[src/rtl/transport_ctrl.sv]
// transport_ctrl
// Top-level transport state machine for the audio recorder. It owns the
// play/record/pause/stop state, the playback speed setting, the sample
// address pointer and the recorded length, and paces everything from the
// per-sample tick supplied by the I2S/DSP path.
//
// Optional feature (compile-time macro LOOP_PLAY_EN):
//   defined   -> playback wraps around at the end of the recording,
//                with end_o still pulsing once per wrap.
//   undefined -> playback stops automatically at the end of the recording.
//
// Speed model: exactly one of spd_mul_o / spd_div_o may exceed 1. Fast
// playback skips samples (addr += spd_mul). Slow playback holds each sample
// for spd_div ticks using a small sub-counter.
module transport_ctrl #(
  parameter int ADDR_W   = 20,
  parameter int MAX_UP   = 8,
  parameter int MAX_DOWN = 8,
  parameter int SPD_W    = 4
) (
  input  logic              clk,
  input  logic              rst,
  input  logic              init_done,
  input  logic              mode,
  input  logic              btn_play,
  input  logic              btn_stop,
  input  logic              btn_fast,
  input  logic              btn_slow,
  input  logic              sample_tick,
  output logic [2:0]        state_o,
  output logic [ADDR_W-1:0] addr_o,
  output logic [ADDR_W-1:0] rec_len_o,
  output logic [SPD_W-1:0]  spd_mul_o,
  output logic [SPD_W-1:0]  spd_div_o,
  output logic              active_o,
  output logic              end_o
);

  // Bit 2 of every encoding is the mode bit (0 = play, 1 = record).
  // INIT carries a 1 there so speed is held at normal until configured.
  typedef enum logic [2:0] {
    S_PLAY_STOP  = 3'b000,
    S_PLAY       = 3'b010,
    S_PLAY_PAUSE = 3'b011,
    S_REC_STOP   = 3'b100,
    S_INIT       = 3'b101,
    S_REC        = 3'b110,
    S_REC_PAUSE  = 3'b111
  } state_t;

  localparam logic [ADDR_W-1:0] ADDR_LAST = {ADDR_W{1'b1}};
  localparam logic [SPD_W-1:0]  SPD_ONE   = SPD_W'(1);
  localparam logic [SPD_W-1:0]  UP_LIM    = SPD_W'(MAX_UP);
  localparam logic [SPD_W-1:0]  DOWN_LIM  = SPD_W'(MAX_DOWN);

  state_t             state;
  logic [SPD_W-1:0]   sub_cnt;

  // Speed-step helpers
  logic               speed_req;
  logic [SPD_W-1:0]   mul_nxt;
  logic [SPD_W-1:0]   div_nxt;

  // Playback-advance helpers
  logic               slow_mode;
  logic               sub_wrap;
  logic               play_step;
  logic               play_end;
  logic [ADDR_W:0]    play_inc;
  logic [ADDR_W:0]    play_sum;
  logic [ADDR_W:0]    len_ext;
`ifdef LOOP_PLAY_EN
  logic [ADDR_W-1:0]  loop_addr;
`endif

  // Record-advance helpers
  logic               rec_full;
  logic [ADDR_W-1:0]  addr_inc;

  assign state_o = state;

  // Active exactly in PLAY (010) and REC (110); decoded straight from the
  // state register, so it carries the same one-cycle latency as state_o.
  assign active_o = state[1] & ~state[0];

  // Next speed setting for a single fast or slow press. Pressing both at
  // once cancels out, and record mode (state bit 2) ignores the buttons.
  always_comb begin
    speed_req = ~state[2] & (btn_fast ^ btn_slow);
    mul_nxt   = spd_mul_o;
    div_nxt   = spd_div_o;
    if (btn_fast) begin
      if (spd_div_o > SPD_ONE)
        div_nxt = spd_div_o - SPD_ONE;
      else if (spd_mul_o < UP_LIM)
        mul_nxt = spd_mul_o + SPD_ONE;
    end else begin
      if (spd_mul_o > SPD_ONE)
        mul_nxt = spd_mul_o - SPD_ONE;
      else if (spd_div_o < DOWN_LIM)
        div_nxt = spd_div_o + SPD_ONE;
    end
  end

  // Candidate playback address for this tick, computed one bit wider than
  // the address so the end-of-data compare cannot be fooled by wraparound.
  always_comb begin
    slow_mode = spd_div_o > SPD_ONE;
    sub_wrap  = sub_cnt == (spd_div_o - SPD_ONE);
    play_step = ~slow_mode | sub_wrap;
    play_inc  = slow_mode ? (ADDR_W+1)'(1) : (ADDR_W+1)'(spd_mul_o);
    play_sum  = {1'b0, addr_o} + play_inc;
    len_ext   = {1'b0, rec_len_o};
    play_end  = (rec_len_o == '0) | (play_step & (play_sum >= len_ext));
`ifdef LOOP_PLAY_EN
    loop_addr = ADDR_W'(play_sum - len_ext);
`endif
    rec_full  = addr_o == ADDR_LAST;
    addr_inc  = addr_o + ADDR_W'(1);
  end

  // Transport FSM with the address, recorded length, speed and end pulse
  // all held in registers updated together on each clock.
  always_ff @(posedge clk) begin
    if (rst) begin
      state     <= S_INIT;
      addr_o    <= '0;
      rec_len_o <= '0;
      spd_mul_o <= SPD_ONE;
      spd_div_o <= SPD_ONE;
      sub_cnt   <= '0;
      end_o     <= 1'b0;
    end else begin
      end_o <= 1'b0;

      if (state[2]) begin
        spd_mul_o <= SPD_ONE;
        spd_div_o <= SPD_ONE;
      end else if (speed_req) begin
        spd_mul_o <= mul_nxt;
        spd_div_o <= div_nxt;
      end

      case (state)
        S_INIT: begin
          if (init_done)
            state <= mode ? S_REC_STOP : S_PLAY_STOP;
        end

        S_PLAY_STOP, S_REC_STOP: begin
          if (mode != state[2]) begin
            state  <= mode ? S_REC_STOP : S_PLAY_STOP;
            addr_o <= '0;
          end else if (btn_play && !btn_stop) begin
            state  <= mode ? S_REC : S_PLAY;
            addr_o <= '0;
            if (mode)
              rec_len_o <= '0;
          end
        end

        S_PLAY: begin
          if (btn_stop) begin
            state   <= S_PLAY_STOP;
            addr_o  <= '0;
            sub_cnt <= '0;
          end else if (btn_play) begin
            state <= S_PLAY_PAUSE;
          end else if (sample_tick) begin
            if (slow_mode)
              sub_cnt <= sub_wrap ? '0 : sub_cnt + SPD_ONE;
            if (play_end) begin
              end_o <= 1'b1;
`ifdef LOOP_PLAY_EN
              if (rec_len_o == '0) begin
                state   <= S_PLAY_STOP;
                addr_o  <= '0;
                sub_cnt <= '0;
              end else begin
                addr_o <= loop_addr;
              end
`else
              state   <= S_PLAY_STOP;
              addr_o  <= '0;
              sub_cnt <= '0;
`endif
            end else if (play_step) begin
              addr_o <= play_sum[ADDR_W-1:0];
            end
          end
        end

        S_REC: begin
          if (btn_stop) begin
            state  <= S_REC_STOP;
            addr_o <= '0;
          end else if (btn_play) begin
            state <= S_REC_PAUSE;
          end else if (sample_tick) begin
            if (rec_full) begin
              rec_len_o <= ADDR_LAST;
              state     <= S_REC_STOP;
              addr_o    <= '0;
              end_o     <= 1'b1;
            end else begin
              addr_o    <= addr_inc;
              rec_len_o <= addr_inc;
            end
          end
        end

        S_PLAY_PAUSE, S_REC_PAUSE: begin
          if (mode != state[2]) begin
            state   <= mode ? S_REC_STOP : S_PLAY_STOP;
            addr_o  <= '0;
            sub_cnt <= '0;
          end else if (btn_stop) begin
            state   <= state[2] ? S_REC_STOP : S_PLAY_STOP;
            addr_o  <= '0;
            sub_cnt <= '0;
          end else if (btn_play) begin
            state <= state[2] ? S_REC : S_PLAY;
          end
        end

        default: begin
          state <= S_INIT;
        end
      endcase

      // A speed change restarts the slow-play hold so the new divisor
      // takes effect from a clean sample boundary.
      if (speed_req)
        sub_cnt <= '0;
    end
  end

endmodule

[config.mk]
export PLATFORM = sky130hd
export DESIGN_NAME = transport_ctrl
export DESIGN_NICKNAME = d
export VERILOG_FILES = /design/src/rtl/transport_ctrl.sv
export SDC_FILE = /design/constraint.sdc
export NUM_CORES = 1
export LEC_CHECK = 0
export ABC_AREA = 1
export BUFFER_PORTS_ARGS = -buffer_cell sky130_fd_sc_hd__clkbuf_2
export CORE_AREA = 2 2 94 96
export DETAILED_ROUTE_END_ITERATION = 12
export DIE_AREA = 0 0 96 98
export PLACE_DENSITY = 0.81
export SLEW_MARGIN = 5
export SYNTH_ARGS = -nofsm -noshare
export SYNTH_HDL_FRONTEND = slang
export SYNTH_SLANG_ARGS = --single-unit
[constraint.sdc]
create_clock -name clk -period 8.91 [get_ports clk]
set_clock_uncertainty 0.1 [all_clocks]
set_input_delay 0.4455 -clock clk [delete_from_list [all_inputs] [get_ports clk]]
set_output_delay 0.4455 -clock clk [all_outputs]
set_load 0.02 [all_outputs]
==> results of run 1 <==
## area by class of cell
type                       instances  area share (%)
sequential                        56            21.3
multi-input combinational        593            60.1
clock inverter                     3           0.428
clock buffer                       5            1.31
tap                              108            2.57
timing repair buffer              62            5.95
inverter                         117            8.35
## registers in the layout (all words and copies together), names as in the netlist
name	count
spd_mul_o	4
rec_len_o	20
state_o	3
addr_o	20
end_o	1
spd_div_o	4
sub_cnt	4
## metal layers
layer	global-route usage, %	vias up	wire (um)	part of all wire, %
met5	0	-	0	0
met1	44.3	2475	6480	44
met4	10.7	0	435	3.0
met2	50.9	236	6850	46
li1	-	2621	-	-
met3	3.32	34	960	6.5
## synth_stat cells, drive strengths merged
cell | count | share of area, %
nand3b | 2 | 0.31
o21bai | 1 | 0.15
clkbuf | 15 | 1.2
a21boi | 1 | 0.23
o2111ai | 1 | 0.18
nor2 | 94 | 8.0
o21a | 2 | 0.31
or2 | 1 | 0.13
a31oi | 1 | 0.13
o21ai | 33 | 3.4
o22ai | 1 | 0.13
a21oi | 62 | 6.5
fa | 1 | 0.41
a221oi | 2 | 0.36
xor2 | 29 | 5.2
nor3b | 2 | 0.54
inv | 117 | 9.0
nand2 | 232 | 18
a21o | 1 | 0.15
and3 | 1 | 0.13
buf | 13 | 1.8
and2 | 1 | 0.13
a211oi | 5 | 0.77
nand4 | 30 | 4.0
nor3 | 10 | 1.3
xnor2 | 7 | 1.3
ha | 33 | 8.5
nor4 | 8 | 1.2
o211ai | 1 | 0.15
nand3 | 31 | 3.2
dfxtp | 56 | 23
## worst max-delay path, delay by kind of cell, from the launching register on
kind,cells,cell delay (ns)
buffers and inverters,7,0.83
adder cells (fa/ha/maj),4,1.18
XOR/XNOR,1,0.21
flip-flops,1,0.46
AND/OR/NAND/NOR,12,1.86
AO/OA/AOI/OAI,5,0.86
## logic make-up (layout without fill, tap and decap cells)
logic type	after synthesis	in the layout	synth area share (%)
XOR/XNOR	36	36	6.48
AO/OA/AOI/OAI	111	111	12.4
adder cells (fa/ha/maj)	34	34	8.89
buffers and inverters	145	187	12.0
flip-flops	56	56	23.0
AND/OR/NAND/NOR	412	412	37.1
## worst max path at each step
stage,from,end,slack [ns]
final,spd_div_o[0],addr_o[9],3.25
after global routing,spd_div_o[0],addr_o[17],2.67
after CTS,spd_div_o[0],addr_o[9],3.31
after detailed placement,spd_div_o[0],addr_o[9],3.33
after global placement,spd_div_o[0],addr_o[9],3.58
after floorplan,spd_div_o[0],addr_o[19],4.49
## power by group
part           leakage [uW]  total [uW]  internal (uW)  switching [uW]
clock network     0.0000485         156           56.8            98.9
logic               0.00205         221           60.5             160
registers          0.000452         281            262            19.2
total               0.00255         657            379             278
## cells in the final DEF, fill, tap and decap left out, drive strengths merged
cell and n:
o211ai 1, nand3b 2, nor4 8, xnor2 7, a221oi 2, a211oi 5
clkinv 2, o22ai 1, nand3 31, a21oi 62, clkbuf 66, nor3 10
xor2 29, o21ai 33, nand4 30, a31oi 1, a21boi 1, and2 1
nor3b 2, nand2 232, and3 1, buf 1, ha 33, nor2 94
o21bai 1, a21o 1, o2111ai 1, dfxtp 56, or2 1, o21a 2
fa 1, inv 118
## through the flow
step / cells / setup WS [ns]
2_1_floorplan: 794 / 4.49
4_1_cts: 944 / 3.31
5_1_grt: 944 / 2.67
6_report: 944 / 3.25
3_3_place_gp: 936 / 3.58
3_5_place_dp: 936 / 3.33
==> Flow_metrics.wiki, run 1 <==
{| class="wikitable"
! Metric !! Value
|-
| Outcome || complete, no violations
|-
| Initial antenna violation count || 0
|-
| Reg-to-reg setup timing slack || 3.25 ns
|-
| Startpoint of the worst register-to-register path || spd_div_o[0]
|-
| Fraction of layout cells with a size suffix above 1 || 11.7%
|-
| Iteration-0 DRC count of the detailed router || 634
|-
| Post-detailed-route DRC marker count || 0
|-
| Starting utilization of the core area || 57.5%
|-
| DRT Wirelength || 14700 um
|-
| Clk Tree Root Cell || sky130_fd_sc_hd__clkbuf_8
|-
| Placement Cell Area || 5170 sq um
|-
| Cell leakage power || 0.00255 uW
|-
| Footprint of the flip-flops and latches || 1120 sq um
|-
| Synth unique cells || 44
|-
| Maximum number of pins on one net before global-route repair || 45
|-
| Destination of the worst register-to-register timing path || addr_o[9]
|-
| Number of buffers inserted during clock tree synthesis || 5
|-
| Post-DP HPWL || 11300 um
|-
| Growth of design area from synthesis to finish || 8.07%
|-
| IO Pins || 62
|-
| Total number of H-tree levels || 2
|-
| PortBufs || between 60 and 70
|-
| Number of cells upsized or downsized after cts || 0
|-
| Count of nets left with antenna violations after detail routing || 0
|-
| Setup tns final || 0 ns
|-
| Smallest hold slack || roughly 0.28 ns
|-
| Antenna cell count || 0
|-
| Avg Inst Size Synth || 6.13 sq um
|-
| Sequential fraction of the synthesis area || 23.0%
|-
| Final core occ || between 60% and 70%
|-
| Kind of launch point of the worst setup path || flop
|-
| Design area || 5260 sq um
|-
| Cell depth of the worst hold path || 3
|-
| Worst rel slew slack || 24.7%
|-
| Die boundary width || 96 um
|-
| Number of fill cells in the layout || 828
|-
| Longest individual stage delay on the worst path || 0.46 ns
|-
| Number of standard cells after synthesis || between 700 and 800
|-
| TritonCTS clock tree || yes
|-
| Crit path arrival time || between 5 and 6 ns
|-
| Final hold violations || 0
|-
| Final Wtd Congestion || around 1.0
|-
| Share of the clock period used by the worst path after layout || ~64%
|-
| Area of the die || approximately 9400 sq um
|-
| Post-synth net total || between 800 and 900
|-
| Post-CTS Setup Bufs || 0
|-
| Kind of critical path || reg -> reg
|-
| Worst min path class || in -> reg
|-
| Placeable core area || 8470 sq um
|-
| CP max FO || 23
|-
| Required time worst endpoint || 9.00 ns
|-
| RSZ-0062 raised after global routing || no
|-
| Total of warnings raised by yosys || 0
|-
| Count of final setup violators || 0
|-
| Via count normalized by instance count || approximately 5.7
|-
| Via count || 5366
|-
| CTS Sinks || 56
|-
| Post-layout total power || around 660 uW
|-
| Post-synthesis register bit count || 56
|-
| Average wire per standard cell || 15.6 um
|-
| Worst hold path startpoint || sample_tick
|-
| Maximum operating frequency || 0.177 GHz
|-
| Vertical die dimension || 98 um
|-
| Num rows || 34
|-
| Destination of the worst hold path || end_o
|-
| Multi-input combinational cell area || 3160 sq um
|-
| Number of detailed-route iterations in the first pass || 6
|-
| Final worst path period need || roughly 5.7 ns
|-
| Power density over the cells || 125 nW/um^2
|-
| Maxcap violations || 0
|-
| Critical-path cell with the highest stage delay || sky130_fd_sc_hd__dfxtp_1
|-
| Aggregate global routing overflow || 0
|-
| Wire length of the first global-routing pass || 23900 um
|-
| Peak supply drop || between 0.1 and 0.15 mV
|-
| CP Capture Type || flop
|-
| Worst skew pair latency || roughly 0.33 ns
|-
| Clock slew at reported path FFs || 0.12 ns
|-
| Final number of max-transition violations || 0
|-
| Tightest Pin Transition || 1.12 ns
|-
| Vias in the first global route || between 4k and 5k
|-
| Overall Global Routing Usage || 31.8%
|-
| Netlist area before placement || 4870 sq um
|-
| Hold buffer count at CTS || 0
|-
| Deepest clock path buffer count || 2
|-
| Final layout net count || slightly below 900
|-
| Number of cells on the worst reg-to-reg path || 29
|}
No activity file was read; power rests on OpenSTA's default activity.
==> inputs of run 2 (changes only) <==
==> constraint.sdc (replaced) <==
create_clock -name clk -period 5.55 [get_ports clk]
set_clock_uncertainty 0.1 [all_clocks]
set_input_delay 0.2775 -clock clk [delete_from_list [all_inputs] [get_ports clk]]
set_output_delay 0.2775 -clock clk [all_outputs]
set_load 0.02 [all_outputs]
==> Flow_metrics.wiki, run 2 (synthesis results as in run 1) <==
{| class="wikitable"
! Metric !! Value
|-
| Cell leakage power || 0.00257 uW
|-
| Kind of launch point of the worst setup path || flop
|-
| Final hold violations || 0
|-
| Starting utilization of the core area || 57.5%
|-
| Overall Global Routing Usage || a little under a third
|-
| Worst rel slew slack || 24.0%
|-
| Crit-path most repeated cell || sky130_fd_sc_hd__nand2_1
|-
| Clk Tree Root Cell || sky130_fd_sc_hd__clkbuf_8
|-
| Growth of design area from synthesis to finish || 8.71%
|-
| Clock slew at reported path FFs || 0.11 ns
|-
| Vertical die dimension || 98 um
|-
| Maximum operating frequency || 0.196 GHz
|-
| Smallest hold slack || 0.118 ns
|-
| Wire length of the first global-routing pass || 23700 um
|-
| Aggregate global routing overflow || 0
|-
| RSZ-0062 raised after global routing || no
|-
| Maximum number of pins on one net before global-route repair || 45
|-
| CP max FO || 13
|-
| Vias in the first global route || 4897
|-
| Post-detailed-route DRC marker count || 0
|-
| DRT Wirelength || 14800 um
|-
| Most common cell after layout, fill and taps aside || sky130_fd_sc_hd__nand2_1
|-
| Placeable core area || 8470 sq um
|-
| Maxcap violations || 0
|-
| Critical-path cell with the highest stage delay || sky130_fd_sc_hd__dfxtp_1
|-
| TritonCTS clock tree || yes
|-
| CP Capture Type || flop
|-
| Count of nets left with antenna violations after detail routing || 0
|-
| Iteration-0 DRC count of the detailed router || 508
|-
| Number of detailed-route iterations in the first pass || 7
|-
| Power density over the cells || 202 nW/um^2
|-
| Via count || 5329
|-
| Required time worst endpoint || 5.70 ns
|-
| Longest individual stage delay on the worst path || 0.46 ns
|-
| Final layout net count || 880
|-
| Crit path arrival time || 5.25 ns
|-
| Top flop regs || addr_o: 20 flops, rec_len_o: 20 flops
|-
| Outcome || complete, no violations
|-
| Antenna cell count || 0
|-
| Average wire per standard cell || approximately 16 um
|-
| Worst skew pair latency || 0.33 ns
|-
| Via count normalized by instance count || 5.63
|-
| Tightest Pin Transition || between 1 and 1.5 ns
|-
| PortBufs || 61
|-
| Worst min path class || in -> reg
|-
| Initial antenna violation count || 0
|-
| Num rows || 34
|-
| IO Pins || between 60 and 70
|-
| Final Wtd Congestion || 1.03
|-
| Total number of H-tree levels || 2
|-
| Share of the clock period used by the worst path after layout || roughly nine tenths
|-
| Setup tns final || 0 ns
|-
| Design area || around 5300 sq um
|-
| Placement Cell Area || 5180 sq um
|-
| Deepest clock path buffer count || 2
|-
| Number of buffers inserted during clock tree synthesis || 5
|-
| Post-placement setup slack || 0.302 ns
|-
| Peak supply drop || 0.186 mV
|-
| Final worst path period need || 5.10 ns
|-
| Most used cells in the layout excluding fill and tap cells || 224 x sky130_fd_sc_hd__nand2_1, 111 x sky130_fd_sc_hd__inv_1, 86 x sky130_fd_sc_hd__nor2_1
|-
| Final Worst Setup Slack || 0.452 ns
|-
| Kind of critical path || reg -> reg
|-
| Area of the die || 9410 sq um
|-
| CTS Sinks || 56
|-
| Hold buffer count at CTS || 0
|-
| Count of final setup violators || 0
|-
| Final core occ || 62.5%
|-
| Final number of max-transition violations || 0
|-
| Post-DP HPWL || 11500 um
|-
| Fraction of layout cells with a size suffix above 1 || 12.2%
|-
| Die boundary width || 96 um
|}
run 2: changes by cell type in the layout (fill, tap and decap cells not counted), sizes merged:
cell  previous run  this run
buf              1         3
run 2: worst max-delay path, delay by kind of cell (launching register included):
kind,cells,cell delay [ns]
and+or+nand+nor,12,1.42
AOI/OAI and AO/OA,5,0.86
xor gates and xnor gates,1,0.34
DFF,1,0.46
adders and majority gates,4,1.16
buffers and inverters,6,0.67
run 2: through the flow:
step | cells | power [uW]
CTS | 946 | 1060
global placement | 938 | 810
detailed placement | 938 | 820
floorplan | 794 | 746
global route | 946 | 1140
finish | 946 | 1070
run 2: cell type report:
| cell class | count | area [sq um] |
|---|---|---|
| clock buffers | 5 | 68.8 |
| clock inverters | 3 | 22.5 |
| fillers | 846 | 3170 |
| inverters | 117 | 439 |
| multi-input cells | 593 | 3180 |
| flip-flops and latches | 56 | 1120 |
| well taps | 108 | 135 |
| repair buffers | 64 | 328 |
run 2: what timing repair did:
action                                  4_1_cts  5_1_grt
buffers inserted                              0        0
endpoints found under the setup margin        0       24
gates resized for setup                       0        4
run 2: final timing paths:
kind	startpoint	endpoint	depth (start not counted)	slack, ns
max	spd_div_o[0]	addr_o[14]	28	0.45
min	sample_tick	end_o	3	0.12
max reg2reg	spd_div_o[0]	addr_o[14]	28	0.45
min reg2reg	rec_len_o[6]	rec_len_o[6]	2	0.39
run 2: per-layer routing:
metal  routed length, um  GRT usage (%)  vias to the layer above
met5                   0              0                        -
li1                    -              -                     2616
met4                 508           11.9                        0
met3                1000           4.24                       43
met2                6950           51.2                      243
met1                6310           42.0                     2427
run 2: where the power goes:
part / total, uW / internal (uW) / switching, uW
clock network: 245 / 91.2 / 154
logic: 369 / 107 / 262
registers: 452 / 420 / 31.7
==> inputs of run 3 (changes only) <==
--- a/config.mk
+++ b/config.mk
@@ -10,6 +10,7 @@
 export CORE_AREA = 2 2 94 96
 export DETAILED_ROUTE_END_ITERATION = 12
 export DIE_AREA = 0 0 96 98
+export GPL_TIMING_DRIVEN = 0
 export PLACE_DENSITY = 0.81
 export SLEW_MARGIN = 5
 export SYNTH_ARGS = -nofsm -noshare
==> Flow_metrics.wiki, run 3 (synthesis results as in run 1) <==
{| class="wikitable"
! Metric !! Value
|-
| Clock slew at reported path FFs || around 0.11 ns
|-
| Worst skew pair latency || 0.32 ns
|-
| Starting utilization of the core area || between 50 and 60%
|-
| Kind of critical path || reg -> reg
|-
| Crit path arrival time || 5.29 ns
|-
| Peak supply drop || between 0.2 and 0.25 mV
|-
| IO Pins || 62
|-
| Post-DP HPWL || 12200 um
|-
| Vertical die dimension || 98 um
|-
| Final worst path period need || around 5.1 ns
|-
| Num rows || 34
|-
| Placeable core area || 8470 sq um
|-
| Average wire per standard cell || 15.9 um
|-
| Maximum number of pins on one net before global-route repair || 19
|-
| Vias in the first global route || between 4k and 5k
|-
| Count of nets left with antenna violations after detail routing || 0
|-
| TritonCTS clock tree || yes
|-
| Final hold violations || 0
|-
| Fraction of layout cells with a size suffix above 1 || 13.0%
|-
| Worst rel slew slack || 58.2%
|-
| Most common cell after layout, fill and taps aside || sky130_fd_sc_hd__nand2_1
|-
| Power density over the cells || 212 nW/um^2
|-
| Antenna cell count || 0
|-
| RSZ-0062 raised after global routing || no
|-
| Deepest clock path buffer count || 2
|-
| Post-detailed-route DRC marker count || 0
|-
| Final number of max-transition violations || 0
|-
| Clk Tree Root Cell || sky130_fd_sc_hd__clkbuf_8
|-
| DRT Wirelength || between 15000 and 20000 um
|-
| Critical-path cell with the highest stage delay || sky130_fd_sc_hd__dfxtp_1
|-
| Internal power consumption || about 700 uW
|-
| CTS Sinks || 56
|-
| Required time worst endpoint || 5.71 ns
|-
| Switching power of the nets || 464 uW
|-
| Overall Global Routing Usage || around 32%
|-
| Final layout net count || roughly 900
|-
| Initial antenna violation count || 0
|-
| Area of the die || around 9400 sq um
|-
| Growth of design area from synthesis to finish || 11.6%
|-
| Share of the clock period used by the worst path after layout || 92.4%
|-
| Hold buffer count at CTS || 0
|-
| Net Sw Frac || 40.4%
|-
| Number of detailed-route iterations in the first pass || 5
|-
| Clk pwr share || 25.4%
|-
| Kind of launch point of the worst setup path || flop
|-
| Worst Path Buf+Inv || 7
|-
| Iteration-0 DRC count of the detailed router || 391
|-
| Design area || between 5000 and 6000 sq um
|-
| Longest individual stage delay on the worst path || 0.46 ns
|-
| PortBufs || 60
|-
| Total number of H-tree levels || 2
|-
| Crit-path most repeated cell || sky130_fd_sc_hd__nand2_1
|-
| Top flop regs || addr_o: 20 flops, rec_len_o: 20 flops
|-
| Setup tns final || 0 ns
|-
| Aggregate global routing overflow || 0
|-
| Number of fill cells in the layout || 827
|-
| Placement Cell Area || roughly 5300 sq um
|-
| Fraction of power consumed by sequential logic || between 30% and 40%
|-
| Tightest Pin Transition || 0.628 ns
|-
| Maximum operating frequency || 0.195 GHz
|-
| Final Wtd Congestion || 1.13
|-
| Cell leakage power || between 0.002 and 0.003 uW
|-
| Count of final setup violators || 0
|-
| Most used cells in the layout excluding fill and tap cells || 224 x sky130_fd_sc_hd__nand2_1, 111 x sky130_fd_sc_hd__inv_1, 86 x sky130_fd_sc_hd__nor2_1
|-
| CP Capture Type || flop
|-
| CP max FO || 10
|-
| Power share of the combinational group || 35.3%
|-
| Top cell family by delay on the critical path || simple AND/OR/NAND/NOR gates
|-
| Maxcap violations || 0
|-
| Via count normalized by instance count || 5.57
|-
| Worst min path class || in -> reg
|-
| Outcome || complete, no violations
|-
| Via count || 5400
|-
| Number of buffers inserted during clock tree synthesis || 5
|-
| Post-layout total power || 1150 uW
|-
| Wire length of the first global-routing pass || 23900 um
|-
| Die boundary width || 96 um
|}
[run 3: metal layers]
metal  vias up  GRT usage (%)  part of all wire, %
met5         -              0                    0
met4         0           11.4                  3.5
li1       2667              -                    -
met3        44           5.71                  7.0
met2       245           54.9                   47
met1      2444           41.0                   43
[run 3: cell type report]
| type | instances | area, sq um | share of cell area (%) |
|---|---|---|---|
| buffer | 28 | 146 | 2.69 |
| clock buffer | 5 | 68.8 | 1.27 |
| clock inverter | 3 | 47.5 | 0.875 |
| inverter | 117 | 439 | 8.08 |
| multi-input combinational | 593 | 3170 | 58.4 |
| sequential | 56 | 1120 | 20.6 |
| tap | 108 | 135 | 2.49 |
| timing repair buffer | 60 | 300 | 5.53 |
[run 3: tightest hold or removal path: cells and delay by family]
kind          cells  cell delay (ns)
simple gates      2             0.12
buf+inv           1             0.10
[run 3: path summary, 6_finish.rpt]
| check | cells past startpoint | to | from | slack (ns) |
|---|---|---|---|---|
| worst max-delay path | 29 | addr_o[12] | spd_div_o[0] | 0.42 |
| worst min-delay path | 3 | end_o | sample_tick | 0.11 |
| worst max register to register | 29 | addr_o[12] | spd_div_o[0] | 0.42 |
| worst min register to register | 2 | rec_len_o[6] | rec_len_o[6] | 0.40 |
[run 3: metrics by stage]
step	instances	hold slack (ns)	worst slack, ns	util [%]
after floorplan	794	0.326	1.13	-
after global placement	962	0.373	0.376	62.6
after detailed placement	962	0.378	0.219	62.6
after CTS	970	0.107	0.181	64.0
after global routing	970	0.147	0.0518	64.2
final	970	0.106	0.421	64.2
[run 3: repair_timing]
action	in CTS	in global routing
buffers inserted	0	0
gates resized for setup	0	3
endpoints found under the setup margin	0	27
[run 3: power groups by stage]
stage               logic [uW]  clock network, uW  registers, uW
floorplan                  283                  0            463
global placement           390                  0            459
detailed placement         397                  0            460
CTS                        399                293            451
global route               450                305            456
finish                     406                292            452
